===== src/rtl/tis_axil_rw_arbiter.sv =====
// Two-requester AXI4-Lite master sequencer for the tis100 S00_AXI register port.
// Define TIS_ARB_FIXED_PRIO_EN for fixed priority (requester 0 wins ties).
module tis_axil_rw_arbiter #(
   parameter int C_M_AXI_DATA_WIDTH = 32,
   parameter int C_M_AXI_ADDR_WIDTH = 6
) (
   input  logic                              M_AXI_ACLK,
   input  logic                              M_AXI_ARESETN,
   input  logic [1:0]                        req_valid,
   output logic [1:0]                        req_ready,
   input  logic [1:0]                        req_we,
   input  logic [2*C_M_AXI_ADDR_WIDTH-1:0]   req_addr,
   input  logic [2*C_M_AXI_DATA_WIDTH-1:0]   req_wdata,
   output logic [1:0]                        rsp_valid,
   output logic [C_M_AXI_DATA_WIDTH-1:0]     rsp_rdata,
   output logic [1:0]                        rsp_resp,
   output logic                              busy,
   output logic [C_M_AXI_ADDR_WIDTH-1:0]     M_AXI_AWADDR,
   output logic [2:0]                        M_AXI_AWPROT,
   output logic                              M_AXI_AWVALID,
   input  logic                              M_AXI_AWREADY,
   output logic [C_M_AXI_DATA_WIDTH-1:0]     M_AXI_WDATA,
   output logic [C_M_AXI_DATA_WIDTH/8-1:0]   M_AXI_WSTRB,
   output logic                              M_AXI_WVALID,
   input  logic                              M_AXI_WREADY,
   input  logic [1:0]                        M_AXI_BRESP,
   input  logic                              M_AXI_BVALID,
   output logic                              M_AXI_BREADY,
   output logic [C_M_AXI_ADDR_WIDTH-1:0]     M_AXI_ARADDR,
   output logic [2:0]                        M_AXI_ARPROT,
   output logic                              M_AXI_ARVALID,
   input  logic                              M_AXI_ARREADY,
   input  logic [C_M_AXI_DATA_WIDTH-1:0]     M_AXI_RDATA,
   input  logic [1:0]                        M_AXI_RRESP,
   input  logic                              M_AXI_RVALID,
   output logic                              M_AXI_RREADY
);

   typedef enum logic [2:0] {
      IDLE, WR_AW_W, WR_B, RD_AR, RD_R, RSP
   } state_t;

   state_t                          state_q, state_d;
   logic                            id_q, id_d;
   logic [C_M_AXI_ADDR_WIDTH-1:0]   addr_q, addr_d;
   logic [C_M_AXI_DATA_WIDTH-1:0]   wdata_q, wdata_d;
   logic [C_M_AXI_DATA_WIDTH-1:0]   rdata_q, rdata_d;
   logic [1:0]                      resp_q, resp_d;
   logic                            aw_done_q, aw_done_d;
   logic                            w_done_q, w_done_d;
   logic [1:0]                      gnt;
   logic                            win;
   logic                            aw_fin;
   logic                            w_fin;

`ifdef TIS_ARB_FIXED_PRIO_EN
   assign gnt[0] = req_valid[0];
`else
   logic last_q, last_d;

   // last_q names the requester served most recently; a tie goes to the other one
   assign last_d = (state_q == RSP) ? id_q : last_q;

   always_ff @(posedge M_AXI_ACLK or negedge M_AXI_ARESETN) begin
      if (!M_AXI_ARESETN) begin
         last_q <= 1'b1;
      end else begin
         last_q <= last_d;
      end
   end

   assign gnt[0] = req_valid[0] & (~req_valid[1] | last_q);
`endif

   assign gnt[1] = req_valid[1] & ~gnt[0];
   assign win    = gnt[1];

   assign aw_fin = aw_done_q | (M_AXI_AWVALID & M_AXI_AWREADY);
   assign w_fin  = w_done_q  | (M_AXI_WVALID  & M_AXI_WREADY);

   always_comb begin
      state_d   = state_q;
      id_d      = id_q;
      addr_d    = addr_q;
      wdata_d   = wdata_q;
      rdata_d   = rdata_q;
      resp_d    = resp_q;
      aw_done_d = aw_done_q;
      w_done_d  = w_done_q;
      req_ready = 2'b00;
      unique case (state_q)
         IDLE: begin
            if (M_AXI_ARESETN && (gnt != 2'b00)) begin
               req_ready = gnt;
               id_d      = win;
               addr_d    = win ? req_addr[2*C_M_AXI_ADDR_WIDTH-1:C_M_AXI_ADDR_WIDTH]
                               : req_addr[C_M_AXI_ADDR_WIDTH-1:0];
               wdata_d   = win ? req_wdata[2*C_M_AXI_DATA_WIDTH-1:C_M_AXI_DATA_WIDTH]
                               : req_wdata[C_M_AXI_DATA_WIDTH-1:0];
               aw_done_d = 1'b0;
               w_done_d  = 1'b0;
               state_d   = req_we[win] ? WR_AW_W : RD_AR;
            end
         end
         WR_AW_W: begin
            aw_done_d = aw_fin;
            w_done_d  = w_fin;
            if (aw_fin && w_fin) begin
               state_d = WR_B;
            end
         end
         WR_B: begin
            if (M_AXI_BVALID) begin
               resp_d  = M_AXI_BRESP;
               rdata_d = '0;
               state_d = RSP;
            end
         end
         RD_AR: begin
            if (M_AXI_ARREADY) begin
               state_d = RD_R;
            end
         end
         RD_R: begin
            if (M_AXI_RVALID) begin
               rdata_d = M_AXI_RDATA;
               resp_d  = M_AXI_RRESP;
               state_d = RSP;
            end
         end
         RSP: begin
            state_d = IDLE;
         end
         default: begin
            state_d = IDLE;
         end
      endcase
   end

   always_ff @(posedge M_AXI_ACLK or negedge M_AXI_ARESETN) begin
      if (!M_AXI_ARESETN) begin
         state_q   <= IDLE;
         id_q      <= 1'b0;
         addr_q    <= '0;
         wdata_q   <= '0;
         rdata_q   <= '0;
         resp_q    <= 2'b00;
         aw_done_q <= 1'b0;
         w_done_q  <= 1'b0;
      end else begin
         state_q   <= state_d;
         id_q      <= id_d;
         addr_q    <= addr_d;
         wdata_q   <= wdata_d;
         rdata_q   <= rdata_d;
         resp_q    <= resp_d;
         aw_done_q <= aw_done_d;
         w_done_q  <= w_done_d;
      end
   end

   assign M_AXI_AWADDR  = addr_q;
   assign M_AXI_ARADDR  = addr_q;
   assign M_AXI_WDATA   = wdata_q;
   assign M_AXI_AWPROT  = 3'b000;
   assign M_AXI_ARPROT  = 3'b000;
   assign M_AXI_WSTRB   = '1;
   assign M_AXI_AWVALID = (state_q == WR_AW_W) & ~aw_done_q;
   assign M_AXI_WVALID  = (state_q == WR_AW_W) & ~w_done_q;
   assign M_AXI_BREADY  = (state_q == WR_B);
   assign M_AXI_ARVALID = (state_q == RD_AR);
   assign M_AXI_RREADY  = (state_q == RD_R);

   assign rsp_valid = (state_q != RSP) ? 2'b00 : (id_q ? 2'b10 : 2'b01);
   assign rsp_rdata = rdata_q;
   assign rsp_resp  = resp_q;
   assign busy      = (state_q != IDLE);

endmodule


===== config.mk =====
export PLATFORM = sky130hd
export DESIGN_NAME = tis_axil_rw_arbiter
export DESIGN_NICKNAME = d
export VERILOG_FILES = /design/src/rtl/tis_axil_rw_arbiter.sv
export SDC_FILE = /design/constraint.sdc
export NUM_CORES = 1
export LEC_CHECK = 0
export CAP_MARGIN = 25
export CORE_UTILIZATION = 25
export CTS_CLUSTER_SIZE = 25
export DETAILED_ROUTE_END_ITERATION = 8
export GPL_TIMING_DRIVEN = 0
export PLACE_DENSITY = 0.57
export SKIP_CTS_REPAIR_TIMING = 1
export SLEW_MARGIN = 5
export SYNTH_ARGS = -nofsm -noshare
export SYNTH_HDL_FRONTEND = slang
export SYNTH_SLANG_ARGS = --single-unit

===== constraint.sdc =====
create_clock -name M_AXI_ACLK -period 3.1 [get_ports M_AXI_ACLK]
set_input_delay 0.465 -clock M_AXI_ACLK [delete_from_list [all_inputs] [get_ports M_AXI_ACLK]]
set_output_delay 0.465 -clock M_AXI_ACLK [all_outputs]
set_load 0.02 [all_outputs]

## Word-level counts from Yosys, hierarchy flattened

Index checks and enable logic that the tools add are counted.

- Output and inout bits: 98
- Logic and storage cells: 69
- Register bits after elaboration: 79
- Input port bits: 123

- Multiplexer cells: 24
- Eq/ne operators: 11
- Reductions and logical operators: 11
- Order comparisons: 1
- Bitwise logic cells: 13

Operators with widths:

| operator | number |
|---|---|
| 32-bit two-way mux | 3 |
| 32-bit one-hot mux with 2 select lines | 1 |
| 3-bit two-way mux | 5 |
| 3-bit one-hot mux with 5 select lines | 1 |
| 2-bit two-way mux | 7 |
| 2-bit inequality test, second input constant | 4 |
| 1-bit bitwise AND | 6 |
| 3-bit by 2-bit == test with 1-bit output, second input constant | 2 |
| 3-bit == test, second input constant | 2 |
| 6-bit two-way mux | 1 |
| 2-bit nonzero test | 3 |
| 5-bit AND reduction | 1 |
| 1-bit NOT | 4 |
| 1-bit one-hot mux with 2 select lines | 2 |
| 2-bit one-hot mux with 2 select lines | 1 |
| 2-bit AND reduction | 2 |
| 3-bit by 1-bit == test with 1-bit output, second input constant | 1 |
| 3-bit zero test | 1 |
| 1-bit two-way mux | 3 |
| 3-bit inequality test, second input constant | 1 |
| 1-bit bitwise OR | 3 |
| 3-bit AND reduction | 1 |
| 3-bit nonzero test | 1 |
| 1-bit logical AND | 2 |
| 2 further kinds | 2 |

## Depth between registers and ports, before layout

- Word-level depth: 10
- Depth in mapped cells: 8
- Depth with buffers taken out: 4

## Worst setup path before layout

OpenSTA, ideal clock, no wires.

- Path type: flip-flop to output port
- Start point: reg state_q[0]
- End point: out req_ready[1]
- Data required time: 2.635 ns
- Cell stages (with the launch flop): 5
- Data arrival time: 1.520 ns
- Path slack: 1.115 ns
- Buffers on the path: 2
- Cell sequence: dfrtp_1 clkbuf_1 nor4_2 buf_2 and2_1

- Word-level cells in the longest chain between the ends: 2

Ends and longest elaborated chain:

| element | line | text |
|---|---|---|
| start, declared | 43 | `state_t state_q, state_d;` |
| start signal, assigned | 151 | `state_q <= state_d;` |
| 3-bit zero test | 91 | `unique case (state_q)` |
| 2-bit two-way mux | 91 |  |
| end, declared | 10 | `output logic [1:0] req_ready,` |

No other way between the ends.

## Worst setup path after layout

- Start point: in req_valid[1]
- End point: out req_ready[1]

- Word-level cells in the longest chain between the ends: 9

Ends and longest elaborated chain:

| element | line | text |
|---|---|---|
| start, declared | 9 | `input logic [1:0] req_valid,` |
| 1-bit NOT | 72 | `assign gnt[0] = req_valid[0] & (~req_valid[1] \| last_q);` |
| 1-bit bitwise OR | 72 |  |
| 1-bit bitwise AND | 72 |  |
| 1-bit NOT | 75 | `assign gnt[1] = req_valid[1] & ~gnt[0];` |
| 1-bit bitwise AND | 75 |  |
| 2-bit nonzero test | 93 | `if (M_AXI_ARESETN && (gnt != 2'b00)) begin` |
| 1-bit logical AND | 93 |  |
| 2-bit two-way mux (*) | 93 |  |
| 2-bit two-way mux (*) | 91 |  |

Every way passes the cells marked *; elsewhere a longest branch is shown, timed or not.

==> run summary <==
Residual DRC: 0
Status: completed
Die area: 14700 sq um
Tmin final: 2.62 ns
Port buffer count: 210
Synthesized-area fraction occupied by adder cells: 0
#FFs+latches synth: 79
MaxCap Viol Count: 0
CP startpoint: req_valid[1]
Met3 Use GR: 0.0465
Ranking of synthesized cells by area: dfrtp_1 (55%), mux2i_1 (12%), a22o_1 (7.9%)
Number of buffers created by CTS: 9
Hpwl dp: 7980 microns
Gr usage total: 0.138
CTS tree: done
Mux contribution to synthesized area: 0.124
RSZ-0062 raised after global routing: no
Post-Synth XOR/XNOR Area: 0
Simple-gate share of the synthesized area: 0.0782
Pin count of the biggest net entering global routing: 47
Row cnt: 43
Global route hottest layer: met2
Synth Warn #: 0
Nets: 672
Main combinational cell family by area after synthesis: compound AO/OA/AOI/OAI gates
Layout Utilization: 0.454
CP Capture Type: primary output
Drt total wl: 10300 microns
Top cells by count, synth: dfrtp_1 (78), nor2_1 (46), mux2i_1 (42)
Layout cells sized above 1: 0.0995
Post-synthesis compound-gate area fraction: 0.164
Ys async rst share: 1.00
Share of the synthesized area in the top cell type: 0.547
Initial antenna violation count: 0
Worst rel slew slack: 0.625
HP Class: in2async
Worst path required time: 2.63 ns
EDFF count, synth: 0
Top-count cell post-synth: dfrtp_1
Crit Path Category: in2out
Routed via count: 3187
Fillers: 1323
CP Launch Type: primary input
Slew @ Worst Pin: 0.554 ns
Core Area: 13900 sq um
Vias per std cell: 4.35
Placer congestion estimate: 0.695
Crit-path max FO: 10
Global-route wire length before repair: 15900 microns
Synth unique cells: 34
Synth Flop Type: dfrtp_1
Clk root buf: clkbuf_16
Initial Util: 0.257
Drt pass-1 iters: 4
Die Ht: 121 microns
WP data arrival: 2.16 ns
Tcrit/Tclk final: 0.846
Later-pin clock latency in the skew report: 0.33 ns
Maximum clock path buffer count: 2
Power, Total: 6100 uW
Finished Cell Area: 6300 sq um
Setup TNS: 0 ns
Final-report hold violation count: 0
Leak Pwr: 0.00273 uW
Starting DRT DRC Count: 83
I/O pins: 221
Sequential fraction of the synthesis area: 0.555
Pins Over Slew Limit: 0
Clk slew on worst S/H paths: 0.06 ns
Dpl ws: -0.432 ns
Vias in the first global route: 3215
Worst Slack Setup Final: 0.477 ns
Met2 Use GR: 0.227
Aggregate global routing overflow: 0
Fmax: 0.381 GHz
Dpl cell area: 5950 sq um
Cells after synthesis: 317
R2R Path Start: state_q[0]$_DFFE_PN0P_
# diodes: 0
Cell area after synthesis: 3570 sq um
Avg Inst Size Synth: 11.2 sq um
Die X: 121 microns
Final ANT Viol Nets: 0
Wirelength per Cell: 14.1 microns
Setup Skew: 0.00239 ns
Area grow syn2layout: 76.6%
Htree depth: 3
Maximum vdd drop: 0.390 mV
Clk sinks: 79
Most area-hungry cell type in the Yosys netlist: dfrtp_1
PD cells: 969 nW/um^2
Final setup fails: 0
Met1 usage: 0.163
-- through the flow --
stage	hold slack, ns	cells
final	0.0296	733
after global routing	0.0453	733
after CTS	0.102	731
after detailed placement	0.466	716
after global placement	0.476	715
after floorplan	0.169	325
-- cells by family (layout without fill, tap and decap cells) --
kind of cell / after synthesis / after routing
AO/OA/AOI/OAI: 86 / 86
buffers and inverters: 44 / 272
flip-flops: 79 / 79
multiplexers: 44 / 44
other: 2 / 10
AND/OR/NAND/NOR: 62 / 62
-- flip-flops by register name (all words and copies together), names as in the netlist --
register,flops
M_AXI_WDATA,32
id_q,1
w_done_q,1
rsp_rdata,32
rsp_resp,2
aw_done_q,1
last_q,1
state_q,3
M_AXI_ARADDR,6
-- cell type report --
type	count	area [sq um]	share of cell area
Multi-Input combinational cell	202	1350	0.215
Clock buffer	11	243	0.0385
Timing Repair Buffer	213	2150	0.341
Sequential cell	79	1980	0.314
Clock inverter	4	70.1	0.0111
Buffer	40	267	0.0423
Inverter	4	15.0	0.00238
Tap cell	180	225	0.0358
-- critical path, stage by stage --
cell             delay [ns]
clkdlybuf4s50_1        0.49
o21ai_0                0.18
nor4_4                 0.42
buf_4                  0.24
and2_1                 0.13
dlymetal6s2s_1         0.22
-- cell usage in the layout (no fill, tap or decap), types with 2 or more instances in the layout --
| master | n |
|---|---|
| clkdlybuf4s50_1 | 208 |
| and2_1 | 2 |
| a21o_1 | 2 |
| buf_4 | 20 |
| mux2_2 | 2 |
| a21oi_1 | 41 |
| o21ai_0 | 4 |
| a22o_1 | 32 |
| nor2_1 | 46 |
| nor2b_1 | 2 |
| bufinv_16 | 2 |
| clkbuf_1 | 11 |
| dfrtp_1 | 78 |
| buf_2 | 5 |
| buf_6 | 6 |
| clkinv_2 | 2 |
| clkbuf_16 | 9 |
| mux2i_1 | 42 |
| conb_1 | 10 |
| inv_1 | 4 |
| nand2_1 | 4 |
-- report_power, final --
group	leakage (uW)	switching (uW)	internal, uW
logic	0.00163	1570	1600
registers	0.000950	282	1540
clock network	0.000155	398	720
-- layer usage --
metal  part of all wire  up-vias
li1                   -     1557
met1               0.41     1487
met2               0.47      134
met3               0.10        9
met4              0.014        0
met5                  0        -
-- worst paths after layout --
| path | to | slack, ns | cells after the start |
|---|---|---|---|
| setup / recovery | req_ready[1] | 0.48 | 6 |
| hold / removal | rsp_rdata[13]$_DFFE_PN0P_ | 0.03 | 1 |
| setup reg to reg | M_AXI_WDATA[27]$_DFFE_PN0P_ | 1.20 | 6 |
| hold reg to reg | rsp_resp[0]$_DFFE_PN0P_ | 0.48 | 2 |
| max in group asynchronous | M_AXI_WDATA[10]$_DFFE_PN0P_ | 2.54 | 2 |
| min in group M_AXI_ACLK | rsp_resp[0]$_DFFE_PN0P_ | 0.48 | 2 |
No activity file was read; power rests on OpenSTA's default activity.
